===== src/rtl/fifo_wr_arbiter_pkg.sv =====
// Shared definitions for the FIFO write arbiter.
//   arb_state_e   : arbiter FSM state encoding (IDLE / BURST)
//   burst_cnt_w() : width of the per-burst word counter, clog2(max_burst+1)
//   idx_w()       : width of a requester index (at least 1 bit)
package fifo_wr_arbiter_pkg;

   typedef enum logic {
      ST_IDLE  = 1'b0,
      ST_BURST = 1'b1
   } arb_state_e;

   // The counter must be able to hold max_burst itself.
   function automatic int unsigned burst_cnt_w(input int unsigned max_burst);
      return $clog2(max_burst + 1);
   endfunction

   function automatic int unsigned idx_w(input int unsigned n);
      return (n > 1) ? $clog2(n) : 1;
   endfunction

endpackage


===== src/rtl/fifo_wr_arbiter_rr_pick.sv =====
// Combinational round-robin picker.
//   req_i      : request vector
//   last_ptr_i : index of the most recent owner; search starts one above it
//   onehot_o   : one-hot winner (zero when no request)
//   idx_o      : winner index
//   valid_o    : any request present
module rr_priority_pick #(
   parameter int unsigned N  = 4,
   parameter int unsigned IW = 2
) (
   input  logic [N-1:0]  req_i,
   input  logic [IW-1:0] last_ptr_i,
   output logic [N-1:0]  onehot_o,
   output logic [IW-1:0] idx_o,
   output logic          valid_o
);

   logic [IW-1:0] cand;

   // Walk N candidates starting at last_ptr+1 with wrap; the first hit wins.
   always_comb begin
      onehot_o = '0;
      idx_o    = '0;
      valid_o  = 1'b0;
      cand     = '0;
      for (int unsigned i = 1; i <= N; i++) begin
         cand = IW'((32'(last_ptr_i) + i) % N);
         if (!valid_o && req_i[cand]) begin
            valid_o        = 1'b1;
            idx_o          = cand;
            onehot_o[cand] = 1'b1;
         end
      end
   end

endmodule


===== src/rtl/fifo_wr_arbiter.sv =====
// Round-robin burst arbiter feeding one downstream FIFO write port.
//   clk_i, rst_i (async, active low), clk_en_i (low freezes everything)
//   req_i / last_i / data_i : per-requester request, end-of-burst, packed data
//   ack_o         : one-hot word-accepted strobe
//   grant_o       : registered one-hot owner, zero in IDLE
//   fifo_w_en_o / fifo_w_data_o / fifo_full_i : downstream FIFO write side
//   busy_o        : high while a burst is owned
module fifo_wr_arbiter
   import fifo_wr_arbiter_pkg::*;
#(
   parameter int unsigned data_word_size_g = 8,
   parameter int unsigned num_req_g        = 4,
   parameter int unsigned max_burst_g      = 8
) (
   input  logic                                  clk_i,
   input  logic                                  rst_i,
   input  logic                                  clk_en_i,
   input  logic [num_req_g-1:0]                  req_i,
   input  logic [num_req_g-1:0]                  last_i,
   input  logic [num_req_g*data_word_size_g-1:0] data_i,
   output logic [num_req_g-1:0]                  ack_o,
   output logic [num_req_g-1:0]                  grant_o,
   output logic                                  fifo_w_en_o,
   output logic [data_word_size_g-1:0]           fifo_w_data_o,
   input  logic                                  fifo_full_i,
   output logic                                  busy_o
);

   localparam int unsigned IW = idx_w(num_req_g);
   localparam int unsigned CW = burst_cnt_w(max_burst_g);
   localparam logic [CW-1:0] MAX_CNT = CW'(max_burst_g);

   arb_state_e            state_q;
   logic [num_req_g-1:0]  grant_q;
   logic [IW-1:0]         gidx_q, last_ptr_q;
   logic [CW-1:0]         cnt_q, cnt_d;

   logic [num_req_g-1:0]  pick_oh;
   logic [IW-1:0]         pick_idx;
   logic                  pick_vld;

   logic                  req_g, last_g, xfer, burst_done;
   logic [data_word_size_g-1:0] data_g;

   rr_priority_pick #(.N(num_req_g), .IW(IW)) u_pick (
      .req_i      (req_i),
      .last_ptr_i (last_ptr_q),
      .onehot_o   (pick_oh),
      .idx_o      (pick_idx),
      .valid_o    (pick_vld)
   );

   // Select the owner's request, marker and data word.
   always_comb begin
      req_g  = req_i[gidx_q];
      last_g = last_i[gidx_q];
      data_g = '0;
      for (int unsigned k = 0; k < num_req_g; k++)
         if (gidx_q == IW'(k)) data_g = data_i[k*data_word_size_g +: data_word_size_g];
   end

   // A word moves only in BURST with the owner requesting and FIFO space.
   // Reset clears state_q asynchronously, so this is also zero during reset.
   assign xfer  = clk_en_i && (state_q == ST_BURST) && req_g && !fifo_full_i;
   assign cnt_d = xfer ? cnt_q + 1'b1 : cnt_q;

   // Release on marked last word, on hitting the burst cap, or when the owner
   // drops its request (an enabled cycle with req low).
   assign burst_done = (xfer && (last_g || cnt_d == MAX_CNT)) || (clk_en_i && !req_g);

   always_ff @(posedge clk_i or negedge rst_i) begin
      if (!rst_i) begin
         state_q    <= ST_IDLE;
         grant_q    <= '0;
         gidx_q     <= '0;
         cnt_q      <= '0;
         last_ptr_q <= IW'(num_req_g - 1);
      end else if (clk_en_i) begin
         case (state_q)
            ST_IDLE: begin
               if (pick_vld) begin
                  state_q <= ST_BURST;
                  grant_q <= pick_oh;
                  gidx_q  <= pick_idx;
                  cnt_q   <= '0;
               end
            end
            ST_BURST: begin
               cnt_q <= cnt_d;
               if (burst_done) begin
                  state_q    <= ST_IDLE;
                  grant_q    <= '0;
                  last_ptr_q <= gidx_q;
               end
            end
            default: state_q <= ST_IDLE;
         endcase
      end
   end

   assign ack_o         = xfer ? grant_q : '0;
   assign fifo_w_en_o   = xfer;
   assign fifo_w_data_o = data_g;
   assign grant_o       = grant_q;
   assign busy_o        = (state_q == ST_BURST);

endmodule


===== config.mk =====
export PLATFORM = sky130hd
export DESIGN_NAME = fifo_wr_arbiter
export DESIGN_NICKNAME = d
export VERILOG_FILES = /design/src/rtl/fifo_wr_arbiter_pkg.sv /design/src/rtl/fifo_wr_arbiter_rr_pick.sv /design/src/rtl/fifo_wr_arbiter.sv
export SDC_FILE = /design/constraint.sdc
export NUM_CORES = 1
export LEC_CHECK = 0
export CAP_MARGIN = 20
export CELL_PAD_IN_SITES_DETAIL_PLACEMENT = 0
export CELL_PAD_IN_SITES_GLOBAL_PLACEMENT = 1
export CORE_ASPECT_RATIO = 2
export CORE_MARGIN = 2
export CORE_UTILIZATION = 28
export DETAILED_ROUTE_END_ITERATION = 10
export PLACE_DENSITY = 0.83
export SYNTH_ARGS = -nofsm -noshare
export SYNTH_HDL_FRONTEND = slang
export SYNTH_SLANG_ARGS = --single-unit

===== constraint.sdc =====
create_clock -name clk_i -period 2.5 [get_ports clk_i]
set_input_delay 0.5 -clock clk_i [delete_from_list [all_inputs] [get_ports clk_i]]
set_output_delay 0.5 -clock clk_i [all_outputs]
set_load 0.03 [all_outputs]

# [Word-level counts from Yosys, hierarchy flattened]
# Index checks and enable logic that the tools add are counted.
[totals] regBits=13 in_bits=44 output_inout_bits=18 word_cells=99
[classes] addsub=5 n_lt_le_gt_ge=9 eq_ne=6 n_mux=46 bitwise=4 reduce_logical=24
[ops] op="two-way mux 4 bit" count=9
[ops] op="two-way mux 8 bit" count=4
[ops] op="two-way mux 1 bit" count=16
[ops] op="case mux 4 bit (2 select lines)" count=2
[ops] op="< comparator 2 x 3 -> 1 bit (second input constant)" count=5
[ops] op="binary-select mux 1 bit (select 2 bit)" count=6
[ops] op="logical AND 1 bit" count=12
[ops] op="OR 4 bit" count=3
[ops] op="AND reduction 3 bit" count=3
[ops] op="demux 1 bit (select 2 bit)" count=4
[ops] op="greater-or-equal comparator 2 x 1 -> 1 bit (second input constant)" count=4
[ops] op="two-way mux 2 bit" count=4
[ops] op="logical NOT 1 bit" count=5
[ops] op="adder 2 x 1 -> 2 bit (second input constant)" count=2
[ops] op="adder 2 bit (second input constant)" count=2
[ops] op="adder 4 x 1 -> 4 bit (second input constant)" count=1
[ops] op="== test 2 bit (second input constant)" count=2
[ops] op="== test 4 bit (second input constant)" count=1
[ops] op="== test 2 x 1 -> 1 bit (second input constant)" count=1
[ops] op="logical NOT 2 bit" count=1
[ops] op="logical OR 1 bit" count=2
[ops] op="inequality test 2 x 1 -> 1 bit (second input constant)" count=1
[ops] op="inequality test 2 bit (second input constant)" count=1
[ops] op="case mux 1 bit (2 select lines)" count=1
[ops] op="2 further kinds" count=2

# [Depth between registers and ports, before layout]
# Gate-level depths: netlist (run 1).
[logic_depth] word_depth=15 ltp_mapped=10

# [Modules after synthesis]
# From an unflattened synthesis (run 1), not the netlist that was laid out.
[unflattened] hier_cells=161 area_unflattened_um2=1555.2
[by_module_without_submodules] mod="fifo_wr_arbiter" n_inst=1 cells_per_inst=93 area_per_inst_um2=1029.7 seq_area_each_um2=327.8
[by_module_without_submodules] mod="rr_priority_pick" n_inst=1 cells_per_inst=68 area_per_inst_um2=525.5 seq_area_each_um2=0.0

# [Least setup slack after synthesis (run 1)]
# No wires, ideal clock.
[synth_timing] path_type="reg-to-reg" from="register last_ptr_q[0]" to="register grant_q[0], in the netlist grant_o[0]" setup_ns=0.118 arrival_time_ns=2.575 slack_ns=-0.194 stages_incl_launch_ff=11 n_path_buf=3 synth_period_minus_slack_ns=2.694 cell_sequence="dfstp_2 -> buf_2 -> buf_6 -> inv_2 -> ha_1 -> buf_2 -> mux4_2 -> nor2b_4 -> a221oi_1 -> o221ai_1 -> a21o_1"
[synth_between] elab_chain_cells=15 elab_cells_between_ends=53 cone_classes="add/sub: 4; order compare: 8; eq/ne: 1; mux: 26; bitwise: 3; reduce/logical: 11"
[synth_rtl] item="from (decl)" line="fifo_wr_arbiter.sv:35" source="logic [IW-1:0] gidx_q, last_ptr_q;"
[synth_rtl] item="from (signal assigned)" line="fifo_wr_arbiter.sv:77" source="last_ptr_q <= IW'(num_req_g - 1);"
[synth_rtl] item="from (signal assigned)" line="fifo_wr_arbiter.sv:93" source="last_ptr_q <= gidx_q;"
[synth_rtl] item="branches (longest 15 deep; another with < comparator 2 x 3 -> 1 bit)"
[synth_rtl] item="to (signal assigned)" line="fifo_wr_arbiter.sv:83" source="grant_q <= pick_oh;"
[synth_rtl] item="to (decl)" line="fifo_wr_arbiter.sv:34" source="logic [num_req_g-1:0] grant_q;"
# Parallel ways; which one is timed is not known. The select of a mux whose other input is x is not followed.
# A chain may end at the register's enable or synchronous reset.

# [Worst setup path in the final report (run 1)]
[layout_timing] from="input port data_i[25]" to="output port fifo_w_data_o[1]"
[layout_between] elab_chain_cells=1
[layout_rtl] item="from (decl)" line="fifo_wr_arbiter.sv:20" source="input logic [num_req_g*data_word_size_g-1:0] data_i,"
[layout_rtl] item="two-way mux 8 bit" line="fifo_wr_arbiter.sv:59" source="if (gidx_q == IW'(k)) data_g = data_i[k*data_word_size_g +: data_word_size_g];"
[layout_rtl] item="to (decl)" line="fifo_wr_arbiter.sv:24" source="output logic [data_word_size_g-1:0] fifo_w_data_o,"
# No other way between the ends.

==> results.py, run 1 <==
metrics = {
    "die": {
        "io_pins": 62,
        "placementRows": 37,
        "start_util": 0.287,
        "die_y_um": 106,
        "fp.dieW_um": 54.8,
        "fp.dieArea_um2": 5790,
        "core_region_area_um2": 5050,
    },
    "worst_setup_path": {
        "r2r_start": "last_ptr_q[0]",
        "ff2ff_path_depth": 7,
        "critPathRequiredTime_ns": 2.00,
        "cp_max_fo": 1,
        "reg2reg_slack_ns": 0.14,
        "crit_path_start_kind": "primary input",
        "r2r-end": "grant_o[0]",
        "critPathLaunch": "data_i[25]",
        "crit_path_end_kind": "output pin",
        "arrival_ns": 1.97,
        "critPathKind": "in -> out",
    },
    "timing": {
        "setup_ws_ns": 0.0346,
        "drv_slew": 0,
        "maxSlewHeadroom": 0.584,
        "setup_viol": 0,
        "setup-tns-final_ns": 0,
        "period_minus_slack_ns": 2.47,
        "rsz0062_at_grt": "no",
        "skew_ns": 0.000430,
        "hold_violations": 0,
        "max_slew.worst_pin.slew_ns": 0.615,
        "fin_crit_sh": 0.986,
        "fmax_mhz": 406,
    },
    "place": {
        "routabilityCongestion": 0.804,
        "port_buffers": 61,
        "placed_area_um2": 2170,
        "place_hpwl_mm": 3.26,
        "place_ws_ns": -0.136,
    },
    "hold_path": {
        "min_path_type": "reg -> reg",
        "hold_path_depth": 1,
        "holdCritStartpoint": "cnt_q[3]",
        "hold_path_end": "cnt_q[3]",
    },
    "drt": {
        "dr.pass1.iters": 4,
        "viasPerCell": 5.51,
        "drtIter0Drc": 39,
        "wl_mm": 4.00,
        "vias": 1499,
        "wl_per_cell_um": 14.7,
        "drc": 0,
        "antenna_left": 0,
    },
    "power": {
        "p_per_area_nw_per_um2": 972,
        "peakVddDrop_uv": 493,
        "fin_total_pwr_uw": 2180,
        "leakagePower_uw": 0.000986,
    },
    "grt": {
        "grt_max_degree": 21,
        "antenna_found_initial": 0,
        "grt_pass1_vias": 1472,
        "grt_util_all_layers": 0.148,
        "overflow": 0,
        "grt_pass1_wl_mm": 6.46,
    },
    "synth": {
        "synthTopCellsByArea": "mux4_2, dfrtp_1, ha_1",
        "synthFlopType": "dfrtp_1",
        "postSynthNetCount": 196,
        "ys_ff_latch": 13,
        "yosysTopAreaCellShare": 0.202,
        "synth.largest_area_cell": "mux4_2",
        "syn_area_um2": 1450,
        "async_flop_share": 1.00,
        "synth-edff-count": 0,
        "synth_warnings": 0,
        "yosysSeqAreaShare": 0.227,
        "synth.avg_cell_area_um2": 10.1,
        "synth_cell_type_count": 46,
        "syn_inst": 143,
    },
    "final_layout": {
        "multi_input_area_um2": 1010,
        "drive_above_1_share": 0.252,
        "regArea_um2": 328,
        "synthToLayoutAreaGrowth_pct": 55.4,
        "diodes": 0,
        "postLayoutCellArea_um2": 2250,
        "fin_nets": 268,
        "fin_util": 0.445,
        "fillCellCount": 482,
    },
    "job": {
        "drv_cap": 0,
    },
    "clock_network": {
        "cts_hold_buf": 0,
        "cts-buffers-inserted": 3,
        "clkLatencyLatePin_ns": 0.24,
        "clkSlewWorstSetupHoldPaths_ns": 0.06,
        "clock-root-buffer": "clkbuf_8",
        "cts_tree": "built",
        "htreeDepth": 1,
        "clock-sinks": 13,
        "clockBufferDepth": 2,
    },
    "run_status": {
        "status": "complete, no violations",
    },
}
==> power by group <==
| group | switching, uW | total (uW) | leakage, uW | internal [uW] |
|---|---|---|---|---|
| clock network | 78.1 | 188 | 0.0000255 | 110 |
| registers | 94.8 | 391 | 0.000163 | 296 |
| logic | 825 | 1610 | 0.000798 | 781 |
| total | 998 | 2180 | 0.000986 | 1190 |
==> metrics by stage <==
stage                     std cells  hold WS (ns)
final                           272         0.522
after global routing            272         0.558
after CTS                       271         0.525
after detailed placement        267         0.509
after global placement          267         0.511
after floorplan                 143         0.204
==> layout by cell type, fill, tap and decap left out, drive strengths merged, types with 5 or more instances in the layout <==
cell            n
o221ai          5
inv            10
nor2            5
nand2           8
dlymetal6s2s    6
and2            5
ha              9
mux4           13
dfrtp          11
buf            24
o21ai          11
clkdlybuf4s50  48
==> kinds of logic (layout without fill, tap and decap cells) <==
kind of cell | Yosys count | after routing | synth area share
adder cells (fa/ha/maj) | 9 | 9 | 0.0779
flip-flops | 13 | 13 | 0.227
buffers and inverters | 23 | 94 | 0.0796
multiplexers | 19 | 19 | 0.247
AND/OR/NAND/NOR | 35 | 35 | 0.151
AO/OA/AOI/OAI | 43 | 43 | 0.212
XOR/XNOR | 1 | 1 | 0.00606
==> critical path, cell delays in order <==
cell	delay (ns)
clkdlybuf4s50_1	0.39
mux4_2	0.45
clkdlybuf4s50_1	0.61
==> state kept, by name (all words and copies together), names as in the netlist <==
signal,cells
grant_o,4
busy_o,1
gidx_q,2
last_ptr_q,2
cnt_q,4
==> metal layers <==
metal  share of wire  track usage  vias up
met5               0            0        -
met4           0.010       0.0482        0
met3           0.083       0.0453        4
met2            0.53        0.240       68
met1            0.38        0.180      721
li1                -            -      706
==> worst max path at each step <==
stage,end,cells past startpoint
finish,fifo_w_data_o[1],3
global route,ack_o[0],5
CTS,ack_o[0],5
detailed placement,ack_o[0],5
global placement,ack_o[3],5
floorplan,grant_o[0],10
==> repair_timing <==
action | in CTS | in global routing
resized for setup | 2 | 7
endpoints found under the hold margin | 0 | 0
setup endpoints to repair | 6 | 9
pin swaps | 0 | 0
buffers inserted | 0 | 1
==> Yosys cell counts (2+ instances only) <==
library cell,number
a211oi_1,3
a21o_1,4
a21oi_1,3
a221oi_1,4
a22o_1,2
a22oi_1,2
a31oi_1,3
and2_1,5
and4b_1,2
buf_2,8
buf_6,2
dfrtp_1,11
dfstp_2,2
ha_1,9
inv_1,8
inv_2,2
mux2_2,3
mux2i_1,3
mux4_2,13
nand2_1,8
nand3_1,3
nor2_1,5
nor4b_1,2
o21ai_0,7
o21ai_1,4
o221ai_1,5
==> area by class of cell <==
class                      instances  share of cell area
clock buffer                       3              0.0184
clock inverter                     1             0.00223
inverter                          11              0.0184
multi-input combinational        107               0.452
sequential                        13               0.146
tap                               58              0.0323
timing repair buffer              79               0.331
Power figures use the tool's default switching activity.
==> run 2: changes to the inputs <==
CORE_UTILIZATION = 34   (was 28)
PLACE_DENSITY = 0.93   (was 0.83)
clock period = 3.15 ns   (was 2.5 ns; I/O delays follow)
==> results.py, run 2 (synthesis results as in run 1) <==
metrics = {
    "run_status": {
        "status": "complete, no violations",
    },
    "clock_network": {
        "postCtsSetupRepairBufs": 0,
        "clock-sinks": 13,
        "cts_tree": "built",
        "clkSlewWorstSetupHoldPaths_ns": 0.05,
        "clockBufferDepth": 2,
        "clock-root-buffer": "clkbuf_8",
        "clkLatencyLatePin_ns": 0.24,
        "cts_resized": 1,
        "cts-buffers-inserted": 3,
        "htreeDepth": 1,
        "cts_hold_buf": 0,
    },
    "grt": {
        "overflow": 0,
        "antenna_found_initial": 0,
        "grt_pass1_wl_mm": 6.41,
        "grt_pass1_vias": 1405,
        "grt_max_degree": 21,
        "grt_util_all_layers": 0.173,
    },
    "hold_path": {
        "min_path_type": "reg -> reg",
        "holdCritStartpoint": "grant_o[3]",
        "hold_path_depth": 1,
        "hold_path_end": "grant_o[3]",
    },
    "timing": {
        "fin_crit_sh": 0.908,
        "skew_ns": 0.00103,
        "maxSlewHeadroom": 0.587,
        "fmax_mhz": 350,
        "whs_ns": 0.517,
        "setup_ws_ns": 0.290,
        "max_slew.worst_pin.slew_ns": 0.610,
        "rsz0062_at_grt": "no",
        "drv_slew": 0,
        "setup_viol": 0,
        "period_minus_slack_ns": 2.86,
        "hold_violations": 0,
    },
    "die": {
        "core_region_area_um2": 4090,
        "placementRows": 33,
        "io_pins": 62,
        "fp.dieW_um": 50.1,
        "die_y_um": 96.2,
        "fp.dieArea_um2": 4820,
        "start_util": 0.354,
    },
    "final_layout": {
        "final_common_cell": "clkdlybuf4s50_1",
        "diodes": 0,
        "fillCellCount": 375,
        "synthToLayoutAreaGrowth_pct": 49.4,
        "final_cell_mix": "clkdlybuf4s50_1, buf_4, mux4_2",
        "fin_nets": 260,
        "drive_above_1_share": 0.214,
    },
    "worst_setup_path": {
        "r2r_start": "last_ptr_q[1]",
        "r2r-end": "grant_o[1]",
        "cp_max_fo": 11,
        "arrival_ns": 2.23,
        "crit_path_start_kind": "primary input",
        "critPathKind": "in -> out",
        "crit_path_end_kind": "output pin",
        "critPathRequiredTime_ns": 2.52,
        "ff2ff_path_depth": 7,
        "reg2reg_slack_ns": 0.58,
    },
    "drt": {
        "met1_length_mm": 1.48,
        "wl_met3_um": 96,
        "drc": 0,
        "wl_per_cell_um": 16.0,
        "antenna_left": 0,
        "vias": 1431,
        "top_layer": "met4",
        "viasPerCell": 5.55,
        "wl_mm": 4.12,
        "drtIter0Drc": 22,
        "dr.pass1.iters": 4,
        "met2WireLength_mm": 2.47,
    },
    "place": {
        "place_ws_ns": -0.134,
        "port_buffers": 61,
        "routabilityCongestion": 0.761,
        "place_hpwl_mm": 3.43,
    },
    "power": {
        "leakagePower_uw": 0.000884,
        "p_per_area_nw_per_um2": 788,
        "peakVddDrop_uv": 447,
    },
    "job": {
        "drv_cap": 0,
    },
}
run 2: changes by cell type in the layout (fill, tap and decap cells not counted):
cell | previous run | this run
buf_4 | 24 | 15
dlymetal6s2s_1 | 6 | 0
nor3b_4 | 1 | 0
clkinv_2 | 1 | 0
clkdlybuf4s50_1 | 48 | 56
dlygate4sd2_1 | 1 | 0
clkbuf_1 | 0 | 1
nor3b_2 | 0 | 1
run 2: critical path, stage by stage:
cell,delay (ns)
clkdlybuf4s50_1,0.48
mux4_2,0.25
nor3b_2,0.50
and2_1,0.21
buf_4,0.15
run 2: per-stage QoR:
step           TNS, ns  utilization  total power, uW  cell area (um^2)  instances
3_3_place_gp    -0.243        0.516             1550              2110        254
3_5_place_dp    -0.552        0.516             1570              2110        254
4_1_cts              0        0.529             1720              2160        258
5_1_grt              0        0.529             1830              2160        258
2_1_floorplan        0            -             1190              1450        143
6_report             0        0.529             1700              2160        258
run 2: power breakdown:
part	internal (uW)	total, uW	leakage [uW]	switching [uW]
sequential	237	318	0.000163	81.5
clock	89.2	146	0.0000228	57.1
combinational	600	1240	0.000698	638
total	926	1700	0.000884	777
run 2: final cells by class:
cell class | count | area, um^2 | area share
Clock buffer | 4 | 45.0 | 0.0208
Inverter | 11 | 41.3 | 0.0191
Multi-Input combinational cell | 107 | 1010 | 0.467
Sequential cell | 13 | 328 | 0.152
Tap cell | 52 | 65.1 | 0.0301
Timing Repair Buffer | 71 | 673 | 0.312
run 2: worst max path at each step:
stage	start	to	cells past startpoint
finish	req_i[0]	ack_o[3]	5
global route	req_i[0]	ack_o[1]	5
CTS	req_i[0]	ack_o[3]	5
detailed placement	req_i[0]	ack_o[3]	5
global placement	req_i[1]	ack_o[3]	5
floorplan	last_ptr_q[0]	grant_o[0]	10
run 2: metal layers:
layer  global-route usage  vias to the layer above
li1                     -                      691
met1                0.193                      706
met2                0.322                       28
met3               0.0202                        6
met4               0.0718                        0
met5                    0                        -
